<file path="src/rtl/cordic_tone_gen_pkg.sv">
// Shared constants, FSM encoding and lookup helpers for the CORDIC tone generator.
// The arctangent table is scaled so that 2^16 phase units equal one full turn.
package cordic_pkg;

   localparam int DEF_WIDTH   = 12;
   localparam int DEF_PHASE_W = 16;
   localparam int DEF_ITER    = 12;
   localparam int DEF_DIV_W   = 16;

   // CORDIC gain K = 0.607253, held in parts per million for integer rounding
   localparam longint K_PPM = 64'd607253;

   typedef enum logic [1:0] {ST_IDLE, ST_LOAD, ST_ITER, ST_DONE} state_t;

   // round(atan(2^-i)/pi * 2^15); entries past i=14 are zero
   function automatic int atan_lut(input int i);
      case (i)
         0:       return 8192;
         1:       return 4836;
         2:       return 2555;
         3:       return 1297;
         4:       return 651;
         5:       return 326;
         6:       return 163;
         7:       return 81;
         8:       return 41;
         9:       return 20;
         10:      return 10;
         11:      return 5;
         12:      return 3;
         13:      return 1;
         14:      return 1;
         default: return 0;
      endcase
   endfunction

   // Pre-scaled start vector: round(K * (2^(width-1) - 1))
   function automatic int cordic_x0(input int width);
      longint full_scale;
      full_scale = (longint'(1) << (width - 1)) - 1;
      return int'((K_PPM * full_scale + 64'd500000) / 64'd1000000);
   endfunction

endpackage

</file>
<file path="src/rtl/cordic_tone_gen_if.sv">
// Control inputs and sample outputs of the tone generator, bundled for the PWM-side consumer.
interface cordic_tone_gen_if import cordic_pkg::*; #(
   parameter int WIDTH   = DEF_WIDTH,
   parameter int PHASE_W = DEF_PHASE_W,
   parameter int DIV_W   = DEF_DIV_W
);
   logic               en;
   logic [PHASE_W-1:0] freq_word;
   logic [DIV_W-1:0]   tick_div;
   logic [WIDTH-1:0]   sample;
   logic               sample_valid;
   logic               busy;
   logic               overrun;

   modport master (
      output en, freq_word, tick_div,
      input  sample, sample_valid, busy, overrun
   );

   modport slave (
      input  en, freq_word, tick_div,
      output sample, sample_valid, busy, overrun
   );
endinterface

</file>
<file path="src/rtl/cordic_tone_gen_step.sv">
// One combinational CORDIC micro-rotation in rotation mode (drive z toward zero).
module cordic_iter_step import cordic_pkg::*; #(
   parameter int XW      = DEF_WIDTH + 2,
   parameter int PHASE_W = DEF_PHASE_W,
   parameter int IW      = $clog2(DEF_PHASE_W)
) (
   input  logic signed [XW-1:0]      x,
   input  logic signed [XW-1:0]      y,
   input  logic signed [PHASE_W-1:0] z,
   input  logic [IW-1:0]             i,
   output logic signed [XW-1:0]      x_next,
   output logic signed [XW-1:0]      y_next,
   output logic signed [PHASE_W-1:0] z_next
);
   logic signed [PHASE_W-1:0] atan_rom [2**IW];
   logic signed [XW-1:0]      x_shift;
   logic signed [XW-1:0]      y_shift;
   logic signed [PHASE_W-1:0] angle;

   generate
      for (genvar gi = 0; gi < 2**IW; gi++) begin : g_atan
         assign atan_rom[gi] = PHASE_W'(atan_lut(gi));
      end
   endgenerate

   always_comb begin
      x_shift = x >>> i;
      y_shift = y >>> i;
      angle   = atan_rom[i];
      if (!z[PHASE_W-1]) begin
         x_next = x - y_shift;
         y_next = y + x_shift;
         z_next = z - angle;
      end else begin
         x_next = x + y_shift;
         y_next = y - x_shift;
         z_next = z + angle;
      end
   end
endmodule

</file>
<file path="src/rtl/cordic_tone_gen.sv">
// Sample-rate sine source: tick divider, phase accumulator and an iterative CORDIC
// whose saturated result is held on sample until the next accepted tick completes.
module cordic_tone_gen import cordic_pkg::*; #(
   parameter int WIDTH   = DEF_WIDTH,
   parameter int PHASE_W = DEF_PHASE_W,
   parameter int ITER    = DEF_ITER,
   parameter int DIV_W   = DEF_DIV_W
) (
   input logic               clk,
   input logic               rst,
   cordic_tone_gen_if.slave  bus
);
   localparam int XW = WIDTH + 2;
   localparam int IW = $clog2(PHASE_W);
   localparam logic signed [XW-1:0] X0     = XW'(cordic_x0(WIDTH));
   localparam logic signed [XW:0]   SAT_HI = (XW+1)'((1 << (WIDTH - 1)) - 1);
   localparam logic signed [XW:0]   SAT_LO = -SAT_HI;

   state_t                    state_reg;
   logic [DIV_W-1:0]          count_reg;
   logic [PHASE_W-1:0]        phase_reg;
   logic signed [XW-1:0]      x_reg, y_reg;
   logic signed [PHASE_W-1:0] z_reg;
   logic [IW-1:0]             idx_reg;
   logic                      neg_reg;
   logic [WIDTH-1:0]          sample_reg;
   logic                      valid_reg, busy_reg, overrun_reg;

   logic                      tick;
   logic signed [XW-1:0]      x_next, y_next;
   logic signed [PHASE_W-1:0] z_next;
   logic signed [XW:0]        y_ext, y_fold;
   logic [WIDTH-1:0]          sample_next;

   assign tick = bus.en && (count_reg == bus.tick_div);

   cordic_iter_step #(.XW(XW), .PHASE_W(PHASE_W), .IW(IW)) u_step (
      .x      (x_reg),
      .y      (y_reg),
      .z      (z_reg),
      .i      (idx_reg),
      .x_next (x_next),
      .y_next (y_next),
      .z_next (z_next)
   );

   // Undo the quadrant fold and clamp symmetrically so the most negative code never appears
   always_comb begin
      y_ext  = {y_next[XW-1], y_next};
      y_fold = neg_reg ? -y_ext : y_ext;
      if (y_fold > SAT_HI)
         sample_next = WIDTH'(SAT_HI);
      else if (y_fold < SAT_LO)
         sample_next = WIDTH'(SAT_LO);
      else
         sample_next = WIDTH'(y_fold);
   end

   always_ff @(posedge clk) begin
      if (rst) begin
         state_reg   <= ST_IDLE;
         count_reg   <= '0;
         phase_reg   <= '0;
         x_reg       <= '0;
         y_reg       <= '0;
         z_reg       <= '0;
         idx_reg     <= '0;
         neg_reg     <= 1'b0;
         sample_reg  <= '0;
         valid_reg   <= 1'b0;
         busy_reg    <= 1'b0;
         overrun_reg <= 1'b0;
      end else begin
         valid_reg <= 1'b0;
         if (bus.en)
            count_reg <= tick ? '0 : count_reg + DIV_W'(1);
         if (tick && state_reg != ST_IDLE)
            overrun_reg <= 1'b1;
         case (state_reg)
            ST_IDLE: begin
               if (tick) begin
                  z_reg     <= phase_reg;
                  phase_reg <= phase_reg + bus.freq_word;
                  busy_reg  <= 1'b1;
                  state_reg <= ST_LOAD;
               end
            end
            ST_LOAD: begin
               // Angles in [pi/2, 3pi/2) are mirrored by pi and the result negated
               if (z_reg[PHASE_W-1] != z_reg[PHASE_W-2]) begin
                  z_reg   <= {~z_reg[PHASE_W-1], z_reg[PHASE_W-2:0]};
                  neg_reg <= 1'b1;
               end else begin
                  neg_reg <= 1'b0;
               end
               x_reg     <= X0;
               y_reg     <= '0;
               idx_reg   <= '0;
               state_reg <= ST_ITER;
            end
            ST_ITER: begin
               x_reg   <= x_next;
               y_reg   <= y_next;
               z_reg   <= z_next;
               idx_reg <= idx_reg + IW'(1);
               if (idx_reg == IW'(ITER - 1)) begin
                  sample_reg <= sample_next;
                  valid_reg  <= 1'b1;
                  state_reg  <= ST_DONE;
               end
            end
            ST_DONE: begin
               busy_reg  <= 1'b0;
               state_reg <= ST_IDLE;
            end
            default: state_reg <= ST_IDLE;
         endcase
      end
   end

   assign bus.sample       = sample_reg;
   assign bus.sample_valid = valid_reg;
   assign bus.busy         = busy_reg;
   assign bus.overrun      = overrun_reg;
endmodule

</file>
<file path="src/flat_wrapper.sv">
// flat-port wrapper written by rule: the top's interface ports become plain ports
module cordic_tone_gen_flat import cordic_pkg::*;
#(
   parameter int WIDTH   = DEF_WIDTH,
   parameter int PHASE_W = DEF_PHASE_W,
   parameter int ITER    = DEF_ITER,
   parameter int DIV_W   = DEF_DIV_W
)
  (clk, rst, bus_en, bus_freq_word, bus_tick_div, bus_sample, bus_sample_valid, bus_busy, bus_overrun);
  cordic_tone_gen_if #(.WIDTH(WIDTH), .PHASE_W(PHASE_W), .DIV_W(DIV_W)) bus_i ();
  input logic clk;
  input logic rst;
  input wire logic [$bits(bus_i.en)-1:0] bus_en;
  input wire logic [$bits(bus_i.freq_word)-1:0] bus_freq_word;
  input wire logic [$bits(bus_i.tick_div)-1:0] bus_tick_div;
  output wire logic [$bits(bus_i.sample)-1:0] bus_sample;
  output wire logic [$bits(bus_i.sample_valid)-1:0] bus_sample_valid;
  output wire logic [$bits(bus_i.busy)-1:0] bus_busy;
  output wire logic [$bits(bus_i.overrun)-1:0] bus_overrun;
  assign bus_i.en = bus_en;
  assign bus_i.freq_word = bus_freq_word;
  assign bus_i.tick_div = bus_tick_div;
  assign bus_sample = bus_i.sample;
  assign bus_sample_valid = bus_i.sample_valid;
  assign bus_busy = bus_i.busy;
  assign bus_overrun = bus_i.overrun;
  cordic_tone_gen #(.WIDTH(WIDTH), .PHASE_W(PHASE_W), .ITER(ITER), .DIV_W(DIV_W)) u_core (.clk(clk), .rst(rst), .bus(bus_i));
endmodule
</file>
<file path="config.mk">
export PLATFORM = sky130hd
export DESIGN_NAME = cordic_tone_gen_flat
export DESIGN_NICKNAME = d
export VERILOG_FILES = /design/src/rtl/cordic_tone_gen_pkg.sv /design/src/rtl/cordic_tone_gen_if.sv /design/src/rtl/cordic_tone_gen_step.sv /design/src/rtl/cordic_tone_gen.sv /design/src/flat_wrapper.sv
export SDC_FILE = /design/constraint.sdc
export NUM_CORES = 1
export LEC_CHECK = 0
export CAP_MARGIN = 20
export CORE_AREA = 2 2 129 131
export DETAILED_ROUTE_END_ITERATION = 12
export DIE_AREA = 0 0 131 133
export PLACE_DENSITY = 0.81
export SLEW_MARGIN = 20
export SYNTH_ARGS = -nofsm -noshare
export SYNTH_HDL_FRONTEND = slang
export SYNTH_HIERARCHICAL = 1
export SYNTH_SLANG_ARGS = --single-unit
</file>
<file path="constraint.sdc">
create_clock -name clk -period 8 [get_ports clk]
set_clock_uncertainty 0.05 [all_clocks]
set_input_delay 1.2 -clock clk [delete_from_list [all_inputs] [get_ports clk]]
set_output_delay 1.2 -clock clk [all_outputs]
set_load 0.02 [all_outputs]
</file>
==> run metrics, run 1 <==
synthesized cell area=9798 um^2; Slew Viols, Final=0; Cells after Synth=1214; DR vias=8896; sequential share of the synthesized area=0.2002; Clk Latency, worst-skew pair=360 ps; sink of the worst hold path=u_core/bus.busy; Leakage=4.217 nW; Syn Area/Cell=8.071 um^2; initial antenna violation count=0; first-pass GRT wire length=38910 um; Final Total Pwr=0.004028 W; DIE HEIGHT=133 um; Fill cells=1389; Main synth FF type=dfxtp_1; worst-margin pin slew=1057 ps; area share of the largest cell type after synthesis=0.2002; Post-synth ARST share=0; Port Buffers=49; num ports=50; Die W=131 um; Max VDD drop=0.0005436 V; setup violators final=0; Min-Delay Path Class=flip-flop to flip-flop; final net count=1333; total track usage=0.2724; cell count of the worst reg-to-reg path=23; HP Start=u_core/bus.busy; crit end category=flip-flop; vias in the first global route=8135; largest net degree at the start of global routing=54; DR DRC count=0; RSZ-0062 raised after global routing=false; Final min period=6751 ps; DRT antenna net count=0; # rows=47; Yosys top cell by area=dfxtp_1; Initial Util=0.6059; crit path kind=flip-flop to flip-flop; met1 WL=10480 um; register bit total from synthesis=98; Vias per Instance=6.173; fraction of layout cells with a size suffix above 1=0.07781; root buffer cell=clkbuf_16; P per Cell Area=385.1 nW/um^2; max_slew headroom=0.2927; Synthesized Nets=1331; Final Wtd Congestion=0.9659; CTS H-tree lvls=3; Post-CTS Setup Inserts=0; DR pass1 iterations=6; full die area=17420 um^2; Core Footprint=16170 um^2; clock buffer count from CTS=9; r2r setup slk=1250 ps; CP max FO=28; met2 WL=11600 um; Worst Path Required=8180 ps; CTS tree=built; Initial DRC Count=711; library cells used by synthesis=88; Setup TNS=0 ps; top post-synthesis cells by area=dfxtp_1 (20%), ha_1 (10%), nor2_1 (6.3%); CTS Sinks=98; Worst Path Arrival=6930 ps; routed length per instance=16.41 um; MaxCap Viol Count=0; hold depth=2; Critical Path Start Type=flip-flop; status=completed; DP Area=10150 um^2; number of synthesized flops with an enable pin=0; Fmax=0.1481 GHz; GR Overflow Total=0; final instance area=10460 um^2; r2r endpoint=u_core/bus.sample[9]; Non-Filler Instances=1441; final hold vios=0; DP HPWL=17140 um; metal3 WL=1098 um; placed insts=1425; clock buffer depth=2; post-CTS sizing=0; Yosys warnings=6; DRT Wirelength=23650 um; fin crit share=0.8439; Antenna Cells=0; hold-fix buffers at CTS=0; FF-to-FF Start=u_core/idx_reg[1]; Reg clk slew, reported paths=80 ps; Layout area overhead=6.743%; Top Layer Used=met4
## through the flow
step	worst slack [ps]	hold slack, ps	util
4_1_cts	1391	441.5	0.6467
3_5_place_dp	1482	430.5	0.6275
2_1_floorplan	2373	394.0	-
6_report	1249	438.5	0.6467
3_3_place_gp	1651	406.2	0.6275
5_1_grt	833.7	460.0	0.6467
## critical path: stages, from the launching register on
cell,delay (ps)
dfxtp_1,620
buf_4,370
nor2_1,350
a221oi_1,170
a211o_1,290
a22oi_1,300
inv_1,80
ha_1,300
mux2i_1,250
ha_1,280
nor2b_1,120
o21ai_0,210
a21boi_0,190
nor4_1,470
o211ai_1,210
xor2_1,220
or3_1,420
or2_1,290
o41ai_1,310
nand2_1,90
a31oi_1,390
and2_1,370
o21a_1,190
nor3_1,50
## cell usage in the layout (no fill, tap or decap), types with 10 or more instances in the layout
| cell | n |
|---|---|
| nor2_1 | 164 |
| a21oi_1 | 113 |
| dfxtp_1 | 96 |
| ha_1 | 78 |
| xnor2_1 | 70 |
| nand2_1 | 68 |
| nor2b_1 | 55 |
| xor2_1 | 51 |
| clkdlybuf4s50_1 | 48 |
| o21ai_0 | 46 |
| inv_1 | 39 |
| nor3_1 | 25 |
| mux2i_1 | 24 |
| a211oi_1 | 22 |
| o21a_1 | 20 |
| mux2_2 | 19 |
| nand3_1 | 18 |
| a21o_1 | 13 |
| o22ai_1 | 13 |
| nand2b_1 | 10 |
| a31oi_1 | 10 |
| buf_4 | 10 |
## Yosys cell counts, types with 24 or more instances
| master | count |
|---|---|
| nor2_1 | 164 |
| mux2i_1 | 24 |
| dfxtp_1 | 98 |
| nor2b_1 | 55 |
| xnor2_1 | 70 |
| a21oi_1 | 114 |
| clkbuf_1 | 28 |
| inv_1 | 39 |
| ha_1 | 78 |
| nor3_1 | 25 |
| nand2_1 | 68 |
| xor2_1 | 51 |
| o21ai_0 | 46 |
## metal layers
| layer | track usage | up-vias |
|---|---|---|
| li1 | - | 4354 |
| met1 | 0.3599 | 4209 |
| met2 | 0.4577 | 280 |
| met3 | 0.03801 | 53 |
| met4 | 0.08392 | 0 |
| met5 | 0 | - |
## kinds of logic after synthesis
| kind of cell | after synthesis | share of synthesized area |
|---|---|---|
| adders and majority gates | 82 | 0.1078 |
| AOI/OAI and AO/OA | 317 | 0.2080 |
| DFF | 98 | 0.2002 |
| buffers and inverters | 107 | 0.06538 |
| and+or+nand+nor | 429 | 0.2235 |
| xor gates and xnor gates | 121 | 0.1082 |
| muxes | 60 | 0.08696 |
## report_power, final
part / internal (W) / switching [W] / leakage, nW
Sequential: 0.000505 / 0.0000337 / 0.791
Combinational: 0.00112 / 0.00190 / 3.27
Clock: 0.000255 / 0.000215 / 0.155
## cell type report
type	instances	area, um^2	share of cell area
Sequential cell	98	1964	0.1878
Inverter	39	146.4	0.01400
Timing Repair Buffer	59	560.5	0.05359
Clock inverter	6	72.57	0.006939
Tap cell	220	275.3	0.02632
Multi-Input combinational cell	1009	7201	0.6885
Clock buffer	10	239.0	0.02285
## worst max path at each step
stage / slack, ps / endpoint / start
3_5_place_dp: 1480 / u_core/bus.sample[9] / u_core/idx_reg[1]
6_report: 1250 / u_core/bus.sample[9] / u_core/idx_reg[1]
4_1_cts: 1390 / u_core/bus.sample[9] / u_core/idx_reg[1]
2_1_floorplan: 2370 / u_core/bus.sample[3] / u_core/idx_reg[0]
3_3_place_gp: 1650 / u_core/bus.sample[8] / u_core/idx_reg[1]
5_1_grt: 830 / u_core/bus.sample[0] / u_core/idx_reg[1]
No activity file was read; power rests on OpenSTA's default activity.
==> run 2, diff against run 1 <==
--- a/config.mk
+++ b/config.mk
@@ -6,10 +6,10 @@
 export NUM_CORES = 1
 export LEC_CHECK = 0
 export CAP_MARGIN = 20
-export CORE_AREA = 2 2 129 131
+export CORE_AREA = 2 2 136 138
 export DETAILED_ROUTE_END_ITERATION = 12
-export DIE_AREA = 0 0 131 133
-export PLACE_DENSITY = 0.81
+export DIE_AREA = 0 0 138 140
+export PLACE_DENSITY = 0.77
 export SLEW_MARGIN = 20
 export SYNTH_ARGS = -nofsm -noshare
 export SYNTH_HDL_FRONTEND = slang
==> constraint.sdc (replaced) <==
create_clock -name clk -period 5.4 [get_ports clk]
set_clock_uncertainty 0.05 [all_clocks]
set_input_delay 0.81 -clock clk [delete_from_list [all_inputs] [get_ports clk]]
set_output_delay 0.81 -clock clk [all_outputs]
set_load 0.02 [all_outputs]
==> run 2 against run 1 <==
Net effect: core utilization decreased by 1.1 points; flip-flop and latch count did not move; clock-buffer cell count increased by 2; power up 110%; sequential share of layout area is 1.3 points lower.
==> run metrics, run 2 (synthesized netlist as in run 1, its figures left out) <==
DR pass1 iterations=5; Crit-path slowest cell=dfxtp_4; clock buffer count from CTS=9; Max VDD drop=0.001318 V; initial antenna violation count=0; cell count of the worst reg-to-reg path=26; hold-fix buffers at CTS=0; Die W=138 um; crit path kind=flip-flop to flip-flop; fraction of layout cells with a size suffix above 1=0.1603; Port Buffers=49; crit end category=flip-flop; Vias per Instance=6.097; Setup TNS=0 ps; final net count=1403; num ports=50; most frequent cells in the layout=nor2_1 (159), a21oi_1 (110), dfxtp_1 (92); Sequential Area=1977 um^2; full die area=19320 um^2; status=completed; P per Cell Area=731.6 nW/um^2; Reg clk slew, reported paths=70 ps; DRT antenna net count=0; delay of the slowest critical-path stage=420 ps; DRT Wirelength=25630 um; final hold vios=0; most common cell after layout, fill and taps aside=nor2_1; WP buf/inv=5; RSZ-0062 raised after global routing=true; Stages on worst setup path=26; sink of the worst hold path=u_core/phase_reg[13]; CTS H-tree lvls=3; Leakage=4.646 nW; area of the multi-input gates=7411 um^2; Core Footprint=17780 um^2; Initial Util=0.5511; r2r endpoint=u_core/bus.sample[1]; first-pass GRT wire length=41010 um; worst slack, placed=42.53 ps; Min-Delay Path Class=flip-flop to flip-flop; Fmax=0.1872 GHz; CP max FO=6; MaxCap Viol Count=0; Final min period=5341 ps; DR DRC count=0; FF-to-FF Start=u_core/idx_reg[0]; # rows=49; Worst Path Arrival=5500 ps; Fin Hold WS=430.7 ps; fin worst setup slack=59.39 ps; DIE HEIGHT=140 um; crit-path leading delay family=compound AO/OA/AOI/OAI gates; Final Wtd Congestion=0.9492; routed length per instance=16.86 um; fin crit share=0.9890; clock buffer depth=2; Antenna Cells=0; worst-margin pin slew=1045 ps; Fill cells=1476; max_slew headroom=0.3031; largest net degree at the start of global routing=93; CTS Sinks=98; total track usage=0.2509; vias in the first global route=8609; root buffer cell=clkbuf_16; r2r setup slk=60 ps; Slew Viols, Final=0; setup violators final=0; GR Overflow Total=0; Critical Path Start Type=flip-flop; DP HPWL=18130 um; Initial DRC Count=672; Layout area overhead=15.36%; HP Start=u_core/phase_reg[13]; Worst Path Required=5560 ps; hold depth=2; DR vias=9267; Clk Latency, worst-skew pair=370 ps; CTS tree=built
==> run 2: cell count changes in the layout (fill, tap and decap cells not counted), moves of 4 or more <==
cell,change
o21ai_2,+4
dfxtp_1,-4
buf_4,+62
nand3_2,+4
nor2_1,-5
o21ai_0,-6
nand3_1,-4
buf_6,+5
==> run 2: layout make-up <==
type                            instances  share of cell area
Clock inverter                          4            0.006531
Tap cell                              229             0.02535
Sequential cell                        98              0.1749
Inverter                               39             0.01295
Timing Repair Buffer                  129              0.1028
Clock buffer                           12             0.02181
Multi-Input combinational cell       1009              0.6556
==> run 2: how the worst max path moves through the flow <==
stage	startpoint	endpoint	slack (ps)
3_3_place_gp	u_core/idx_reg[0]	u_core/bus.sample[1]	180
6_report	u_core/idx_reg[0]	u_core/bus.sample[1]	60
2_1_floorplan	u_core/idx_reg[0]	u_core/bus.sample[3]	20
3_5_place_dp	u_core/idx_reg[1]	u_core/bus.sample[0]	40
5_1_grt	u_core/idx_reg[0]	u_core/bus.sample[1]	-140
4_1_cts	u_core/idx_reg[1]	u_core/bus.sample[0]	30
==> run 2: metrics by stage <==
step	instances	cell area [um^2]	util	power (W)
floorplan	1214	9821	-	0.004792
global placement	1485	10580	0.5949	0.006446
detailed placement	1485	10580	0.5949	0.006527
CTS	1501	10900	0.6129	0.007287
global route	1520	11300	0.6357	0.008807
finish	1520	11300	0.6357	0.008269
==> run 2: worst register-to-register path: stages, from the launching register on <==
cell and delay (ps):
dfxtp_4 420, buf_6 150, mux2_4 320, a221oi_4 330, a211o_1 170, a22oi_2 70, inv_2 90, ha_4 140
buf_6 90, a31oi_2 80, xnor2_1 280, ha_1 330, o21a_1 230, o21ai_2 180, inv_1 70, nand3_2 80
o211ai_1 90, xor2_1 170, or3_1 400, or2_4 250, a211o_1 280, a31o_1 220, a21oi_2 150, a31o_1 230
clkbuf_16 180, o21a_1 130, nor3_2 50
==> run 2: layer usage <==
layer,up-vias,part of all wire,track usage
met2,295,0.48,0.4273
met1,4408,0.45,0.3245
met4,0,0.024,0.08969
met3,55,0.050,0.03761
met5,-,0,0
li1,4509,-,-
==> run 2: power breakdown <==
group          total [W]  internal [W]  switching (W)
sequential      0.000792      0.000748      0.0000443
combinational    0.00675       0.00333        0.00342
clock           0.000724      0.000421       0.000304
==> run 2: timing repair <==
action	in CTS	in global routing
setup buffers	0	18
endpoints found under the setup margin	0	18
resized for setup	0	70
